File: config.mk
export PLATFORM = sky130hd
export DESIGN_NAME = conv3x3_stream_flat
export DESIGN_NICKNAME = d
export VERILOG_FILES = /design/src/rtl/conv_pkg.sv /design/src/rtl/conv3x3_stream_if.sv /design/src/rtl/conv_line_buffer.sv /design/src/rtl/conv3x3_stream.sv /design/src/flat_wrapper.sv
export SDC_FILE = /design/constraint.sdc
export NUM_CORES = 2
export LEC_CHECK = 0
export BUFFER_PORTS_ARGS = -buffer_cell sky130_fd_sc_hd__buf_2
export CORE_ASPECT_RATIO = 1.75
export CORE_MARGIN = 8
export CORE_UTILIZATION = 47
export DETAILED_ROUTE_END_ITERATION = 16
export PLACE_DENSITY_LB_ADDON = 0.12
export SLEW_MARGIN = 10
export SYNTH_ARGS = -nofsm -noshare
export SYNTH_HDL_FRONTEND = slang
export SYNTH_SLANG_ARGS = --single-unit
File: constraint.sdc
create_clock -name clk -period 7.7 [get_ports clk]
set_input_delay 1.54 -clock clk [delete_from_list [all_inputs] [get_ports clk]]
set_output_delay 1.54 -clock clk [all_outputs]
set_load 0.05 [all_outputs]
File: src/rtl/conv_pkg.sv
// Shared types, FSM encoding and output clamp for the 3x3 convolution stage.
// CONV3X3_RELU_EN selects ReLU + unsigned clamp; otherwise signed saturation.
package conv_pkg;

    localparam int unsigned KSIZE = 3;

    typedef logic        [7:0]  pixel_t;
    typedef logic signed [7:0]  weight_t;
    typedef logic signed [20:0] acc_t;
    typedef weight_t            kernel_t [KSIZE*KSIZE];

    typedef enum logic [1:0] {
        IDLE,
        ACTIVE,
        FLUSH
    } state_t;

    function automatic logic [7:0] clamp8(input acc_t v);
`ifdef CONV3X3_RELU_EN
        if (v < 21'sd0) begin
            return 8'd0;
        end else if (v > 21'sd255) begin
            return 8'd255;
        end
        return v[7:0];
`else
        if (v > 21'sd127) begin
            return 8'h7f;
        end else if (v < -21'sd128) begin
            return 8'h80;
        end
        return v[7:0];
`endif
    endfunction

endpackage

File: src/rtl/conv3x3_stream_if.sv
// Pixel stream, weight write port and result stream of the convolution stage.
interface conv3x3_stream_if
    import conv_pkg::*;
();
    logic       in_valid;
    pixel_t     in_pixel;
    logic       w_load;
    logic [3:0] w_idx;
    weight_t    w_data;
    logic       w_err;
    logic       conv_valid;
    logic [7:0] conv_result;
    logic       busy;
    logic       frame_done;

    modport master (
        output in_valid, in_pixel, w_load, w_idx, w_data,
        input  w_err, conv_valid, conv_result, busy, frame_done
    );

    modport slave (
        input  in_valid, in_pixel, w_load, w_idx, w_data,
        output w_err, conv_valid, conv_result, busy, frame_done
    );
endinterface

File: src/rtl/conv_line_buffer.sv
// Two-row line buffer: returns the vertical 3-pixel column ending at the current pixel.
module conv_line_buffer
    import conv_pkg::*;
#(
    parameter  int unsigned IMG_W = 6,
    localparam int unsigned CW    = $clog2(IMG_W)
) (
    input  logic          clk,
    input  logic          rst,
    input  logic          i_valid,
    input  logic [CW-1:0] i_col,
    input  pixel_t        i_pixel,
    output pixel_t        o_top,
    output pixel_t        o_mid,
    output pixel_t        o_bot
);

    pixel_t r_row1 [IMG_W];
    pixel_t r_row2 [IMG_W];

    always_ff @(posedge clk) begin
        if (rst) begin
            for (int i = 0; i < int'(IMG_W); i++) begin
                r_row1[i] <= '0;
                r_row2[i] <= '0;
            end
        end else if (i_valid) begin
            r_row2[i_col] <= r_row1[i_col];
            r_row1[i_col] <= i_pixel;
        end
    end

    assign o_top = r_row2[i_col];
    assign o_mid = r_row1[i_col];
    assign o_bot = i_pixel;

endmodule

File: src/rtl/conv3x3_stream.sv
// Streaming 3x3 convolution, 2-stage pipeline (products, then sum/shift/clamp).
// Build option CONV3X3_RELU_EN switches the output clamp to ReLU + unsigned.
module conv3x3_stream
    import conv_pkg::*;
#(
    parameter int unsigned IMG_W = 6,
    parameter int unsigned IMG_H = 6,
    parameter int unsigned SHIFT = 4
) (
    input  logic                   clk,
    input  logic                   rst,
    conv3x3_stream_if.slave        bus
);

    localparam int unsigned CW = $clog2(IMG_W);
    localparam int unsigned RW = $clog2(IMG_H);
    localparam int unsigned NK = KSIZE * KSIZE;

    state_t              r_state;
    state_t              w_state_nxt;
    logic                r_pend;
    logic [CW-1:0]       r_col;
    logic [RW-1:0]       r_row;
    kernel_t             r_kernel;
    pixel_t              r_win     [KSIZE][KSIZE];
    pixel_t              w_win_nxt [KSIZE][KSIZE];
    logic signed [16:0]  w_prod    [NK];
    logic signed [16:0]  r_prod    [NK];
    logic                r_v1, r_last1;
    logic                r_v2, r_last2;
    logic [7:0]          r_res;
    logic                r_werr;
    acc_t                w_sum;
    acc_t                w_shift;
    pixel_t              w_top, w_mid, w_bot;
    logic                w_last_col, w_last_pix, w_win_ok, w_wr_ok;

    assign w_last_col = (r_col == CW'(IMG_W - 1));
    assign w_last_pix = w_last_col && (r_row == RW'(IMG_H - 1));
    assign w_win_ok   = (r_row >= RW'(2)) && (r_col >= CW'(2));
    assign w_wr_ok    = bus.w_load && (r_state == IDLE) && (bus.w_idx <= 4'd8);

    conv_line_buffer #(
        .IMG_W (IMG_W)
    ) u_line_buffer (
        .clk     (clk),
        .rst     (rst),
        .i_valid (bus.in_valid),
        .i_col   (r_col),
        .i_pixel (bus.in_pixel),
        .o_top   (w_top),
        .o_mid   (w_mid),
        .o_bot   (w_bot)
    );

    always_ff @(posedge clk) begin
        if (rst) begin
            r_col <= '0;
            r_row <= '0;
        end else if (bus.in_valid) begin
            r_col <= w_last_col ? '0 : r_col + CW'(1);
            if (w_last_col) begin
                r_row <= w_last_pix ? '0 : r_row + RW'(1);
            end
        end
    end

    // Products are taken from the window including the pixel being accepted now.
    always_comb begin
        for (int kr = 0; kr < int'(KSIZE); kr++) begin
            w_win_nxt[kr][0] = r_win[kr][1];
            w_win_nxt[kr][1] = r_win[kr][2];
        end
        w_win_nxt[0][2] = w_top;
        w_win_nxt[1][2] = w_mid;
        w_win_nxt[2][2] = w_bot;
        for (int i = 0; i < int'(NK); i++) begin
            w_prod[i] = 17'($signed({1'b0, w_win_nxt[i / KSIZE][i % KSIZE]}))
                      * 17'(r_kernel[i]);
        end
    end

    always_comb begin
        w_sum = '0;
        for (int i = 0; i < int'(NK); i++) begin
            w_sum = w_sum + acc_t'(r_prod[i]);
        end
        w_shift = w_sum >>> SHIFT;
    end

    always_ff @(posedge clk) begin
        if (rst) begin
            for (int kr = 0; kr < int'(KSIZE); kr++) begin
                for (int kc = 0; kc < int'(KSIZE); kc++) begin
                    r_win[kr][kc] <= '0;
                end
            end
            for (int i = 0; i < int'(NK); i++) begin
                r_prod[i]   <= '0;
                r_kernel[i] <= '0;
            end
            r_v1    <= 1'b0;
            r_last1 <= 1'b0;
            r_v2    <= 1'b0;
            r_last2 <= 1'b0;
            r_res   <= '0;
            r_werr  <= 1'b0;
        end else begin
            if (bus.in_valid) begin
                r_win <= w_win_nxt;
            end
            r_prod  <= w_prod;
            r_v1    <= bus.in_valid && w_win_ok;
            r_last1 <= bus.in_valid && w_win_ok && w_last_pix;
            r_v2    <= r_v1;
            r_last2 <= r_last1;
            r_res   <= r_v1 ? clamp8(w_shift) : r_res;
            r_werr  <= bus.w_load && !w_wr_ok;
            if (w_wr_ok) begin
                r_kernel[bus.w_idx] <= bus.w_data;
            end
        end
    end

    // A pixel seen during FLUSH already started the next frame; remember it.
    always_comb begin
        w_state_nxt = r_state;
        unique case (r_state)
            IDLE:    if (bus.in_valid) w_state_nxt = ACTIVE;
            ACTIVE:  if (bus.in_valid && w_last_pix) w_state_nxt = FLUSH;
            FLUSH:   if (r_last2) w_state_nxt = (r_pend || bus.in_valid) ? ACTIVE : IDLE;
            default: w_state_nxt = IDLE;
        endcase
    end

    always_ff @(posedge clk) begin
        if (rst) begin
            r_state <= IDLE;
            r_pend  <= 1'b0;
        end else begin
            r_state <= w_state_nxt;
            if (w_state_nxt != FLUSH) begin
                r_pend <= 1'b0;
            end else if (r_state == FLUSH && bus.in_valid) begin
                r_pend <= 1'b1;
            end
        end
    end

    assign bus.w_err       = r_werr;
    assign bus.conv_valid  = r_v2;
    assign bus.conv_result = r_res;
    assign bus.frame_done  = r_last2;
    assign bus.busy        = (r_state != IDLE);

endmodule

File: src/flat_wrapper.sv
// flat-port wrapper written by rule: the top's interface ports become plain ports
module conv3x3_stream_flat import conv_pkg::*;
#(
    parameter int unsigned IMG_W = 6,
    parameter int unsigned IMG_H = 6,
    parameter int unsigned SHIFT = 4
)
  (clk, rst, bus_in_valid, bus_in_pixel, bus_w_load, bus_w_idx, bus_w_data, bus_w_err, bus_conv_valid, bus_conv_result, bus_busy, bus_frame_done);
  conv3x3_stream_if bus_i ();
  input  logic clk;
  input  logic rst;
  input wire logic [$bits(bus_i.in_valid)-1:0] bus_in_valid;
  input wire logic [$bits(bus_i.in_pixel)-1:0] bus_in_pixel;
  input wire logic [$bits(bus_i.w_load)-1:0] bus_w_load;
  input wire logic [$bits(bus_i.w_idx)-1:0] bus_w_idx;
  input wire logic [$bits(bus_i.w_data)-1:0] bus_w_data;
  output wire logic [$bits(bus_i.w_err)-1:0] bus_w_err;
  output wire logic [$bits(bus_i.conv_valid)-1:0] bus_conv_valid;
  output wire logic [$bits(bus_i.conv_result)-1:0] bus_conv_result;
  output wire logic [$bits(bus_i.busy)-1:0] bus_busy;
  output wire logic [$bits(bus_i.frame_done)-1:0] bus_frame_done;
  assign bus_i.in_valid = bus_in_valid;
  assign bus_i.in_pixel = bus_in_pixel;
  assign bus_i.w_load = bus_w_load;
  assign bus_i.w_idx = bus_w_idx;
  assign bus_i.w_data = bus_w_data;
  assign bus_w_err = bus_i.w_err;
  assign bus_conv_valid = bus_i.conv_valid;
  assign bus_conv_result = bus_i.conv_result;
  assign bus_busy = bus_i.busy;
  assign bus_frame_done = bus_i.frame_done;
  conv3x3_stream #(.IMG_W(IMG_W), .IMG_H(IMG_H), .SHIFT(SHIFT)) u_core (.clk(clk), .rst(rst), .bus(bus_i));
endmodule
==> impl_metrics.ini <==
[outcome]
status = finished clean

[global_route]
gr-total-overflow = 0
grt_pass1_vias = 26800
antenna_found_initial = 4
grt_pass1_wl_um = 153400
track_usage_pct = 21.87
grt_start_max_net_pins = 83

[die]
pin_count = 36
die_area_um2 = 91160
core-area_um2 = 80810
row_count = 138
die_w_um = 231.7
die_h_um = 393.5
start_util_pct = 47.35

[worst_setup_path]
worst_path_max_delay_cell = fa_1
cp.required_ns = 8.14
crit_type = flip-flop to flip-flop
r2r-end = u_core.bus.conv_result[6]
slowest_delay_ns = 0.54
r2r_start = u_core.r_prod[103]
cp.arrival_ns = 7.71
cpMostUsedCell = fa_1
regToRegSetupSlack_ns = 0.43
crit_path_end_kind = flip-flop
cp_max_fo = 7
r2r_cells = 28
cp-start-kind = flip-flop

[power]
ir_worst_vdd_uv = 567.0
leakage_nw = 19.07
powerDensity_nw_per_um2 = 298.2

[min_path]
worst_hold_path_type = flip-flop to flip-flop
min_path_cells = 1
hold_path_end = u_core.bus.frame_done
worstHoldStart = u_core.r_last1

[route]
ant_nets = 0
drt_wl_total_um = 98880
via_count = 25380
post_drt_wl_per_cell_um = 20.15
first_pass_iters = 5
drc_errors = 0
dr.first_iter.drc_count = 1194
viasPerCell = 5.171

[place]
post-place-ws_ns = 0.06292
gp_congestion = 0.9186
dp_hpwl_um = 79840
port_buffers = 35
dp.cells = 4823

[clock_network]
clockBufferDepth = 3
cts_root_buf = clkbuf_16
clock_latency_ns = 0.62
htree_levels = 2
clkSinkCount = 426
path_clk_slew_ns = 0.06
cts_made_buffers = 42
cts_tree = done
hold_buffers = 0

[finish]
final_nets = 4713
final_layout_size_suffix_gt1_share_pct = 5.919
utilization_pct = 50.85
area_delta_synth_final_pct = 7.393
final_cells = 4908

[sta]
tns_ns = 0
rsz0062_at_grt = no
slew_headroom_pct = 28.98
hold_ws_ns = 0.4648
worst_slew_pin_slew_ns = 1.057
fin_ws_ns = 0.4339
fmax_ghz = 0.1376
timing.final.max_slew_violations = 0
setup_violations = 0
fin_crit_ns = 7.266
hold_viol = 0
period_share_pct = 94.37
finClkSkew_ns = 0.02592

[yosys]
synth_most_common_cell = inv_1
synthTopCellsByCount = inv_1, fa_1, ha_1
avgSynthCellArea_um2 = 10.04
yosysUniqueCellTypes = 65
syn_inst = 3813
syn_nets = 4707
synth_area_um2 = 38260
synth_area_leaders = fa_1, edfxtp_1, ha_1, dfxtp_1, inv_1
yosysTopAreaCell = fa_1
ys.warnings.count = 0
yosysTopAreaCellShare_pct = 23.18
synthArstFlopShare_pct = 0
ys_ff_latch = 426
synth_flop_cell = dfxtp_1
synth_edf_count = 200
synth_seq_area_share_pct = 27.52

[job]
cap_violations = 0
cell families (layout without fill, tap and decap cells):
group / after synthesis / in the layout / share of synthesized area (%)
compound gates: 306 / 306 / 5.261
xor+xnor: 90 / 90 / 2.060
fa+ha+maj: 870 / 870 / 37.14
buf+inv: 785 / 824 / 7.750
flops: 426 / 426 / 27.52
mux: 91 / 91 / 3.466
other cells: 0 / 6 / 0
simple gates: 1245 / 1245 / 16.80
where the power goes:
group	switching, mW	leakage [nW]	internal (mW)
clock	0.988	0.669	1.13
combinational	4.33	14.5	3.02
sequential	0.221	3.89	2.55
total	5.54	19.1	6.71
worst max path at each step:
stage / startpoint / depth (start not counted) / endpoint / slack (ns)
after detailed placement: u_core.r_prod[103] / 26 / u_core.bus.conv_result[1] / 0.06
after global placement: u_core.r_prod[103] / 27 / u_core.bus.conv_result[6] / 0.16
after CTS: u_core.r_prod[103] / 26 / u_core.bus.conv_result[1] / 0.01
after floorplan: u_core.r_prod[103] / 28 / u_core.bus.conv_result[0] / 0.73
final: u_core.r_prod[103] / 28 / u_core.bus.conv_result[6] / 0.43
after global routing: u_core.r_prod[103] / 28 / u_core.bus.conv_result[1] / 0.03
repair_timing:
action,CTS,global route
resized for setup,0,11
endpoints found under the setup margin,0,7
buffers inserted,0,2
routing by layer:
| layer | routed length, µm | GRT usage (%) |
|---|---|---|
| met5 | 0 | 0 |
| met4 | 4547 | 9.499 |
| met3 | 2279 | 1.872 |
| met2 | 55090 | 42.12 |
| met1 | 36960 | 23.84 |
critical path, delay by kind of cell (launching register included):
family | cells | cell delay, ns
simple gates | 3 | 0.50
flops | 1 | 0.32
xor+xnor | 1 | 0.11
fa+ha+maj | 8 | 3.43
buf+inv | 3 | 0.25
compound gates | 13 | 2.51
layout by cell type, fill, tap and decap left out, types with 44 or more instances in the layout:
master	synthesis	layout
inv_1	678	678
fa_1	443	443
ha_1	427	426
and2_1	335	335
nor2_1	279	278
nand2_1	237	237
dfxtp_1	226	225
edfxtp_1	200	200
nor2b_1	145	145
nand2b_1	92	92
o21ai_0	88	87
a21oi_1	77	75
xnor2_1	72	72
nor3_1	74	72
mux2i_1	47	47
clkbuf_16	0	44
layout make-up:
class | count | area [µm²]
diodes | 6 | 15.01
fillers | 7651 | 39710
repair buffers | 69 | 457.9
flip-flops and latches | 426 | 10530
clock buffers | 56 | 1176
multi-input cells | 2602 | 24840
clock inverters | 21 | 216.5
inverters | 678 | 2545
well taps | 1050 | 1314
flip-flops by register name (all words and copies together), names as in the netlist, named ones only:
| register | flops |
|---|---|
| u_core.bus.conv_result | 8 |
| u_core.bus.conv_valid | 1 |
| u_core.bus.frame_done | 1 |
| u_core.bus.w_err | 1 |
| u_core.r_col | 3 |
| u_core.r_kernel | 72 |
| u_core.r_last1 | 1 |
| u_core.r_pend | 1 |
| u_core.r_prod | 153 |
| u_core.r_row | 3 |
| u_core.r_state | 2 |
| u_core.r_v1 | 1 |
| u_core.r_win | 48 |
| u_core.u_line_buffer.r_row1 | 64 |
| u_core.u_line_buffer.r_row2 | 64 |
through the flow:
stage | total power [mW] | area [µm²]
6_report | 12.25 | 41090
5_1_grt | 13.34 | 41080
4_1_cts | 12.21 | 41020
3_5_place_dp | 10.05 | 39630
3_3_place_gp | 9.975 | 39630
2_1_floorplan | 8.449 | 38260
No activity file was read; power rests on OpenSTA's default activity.
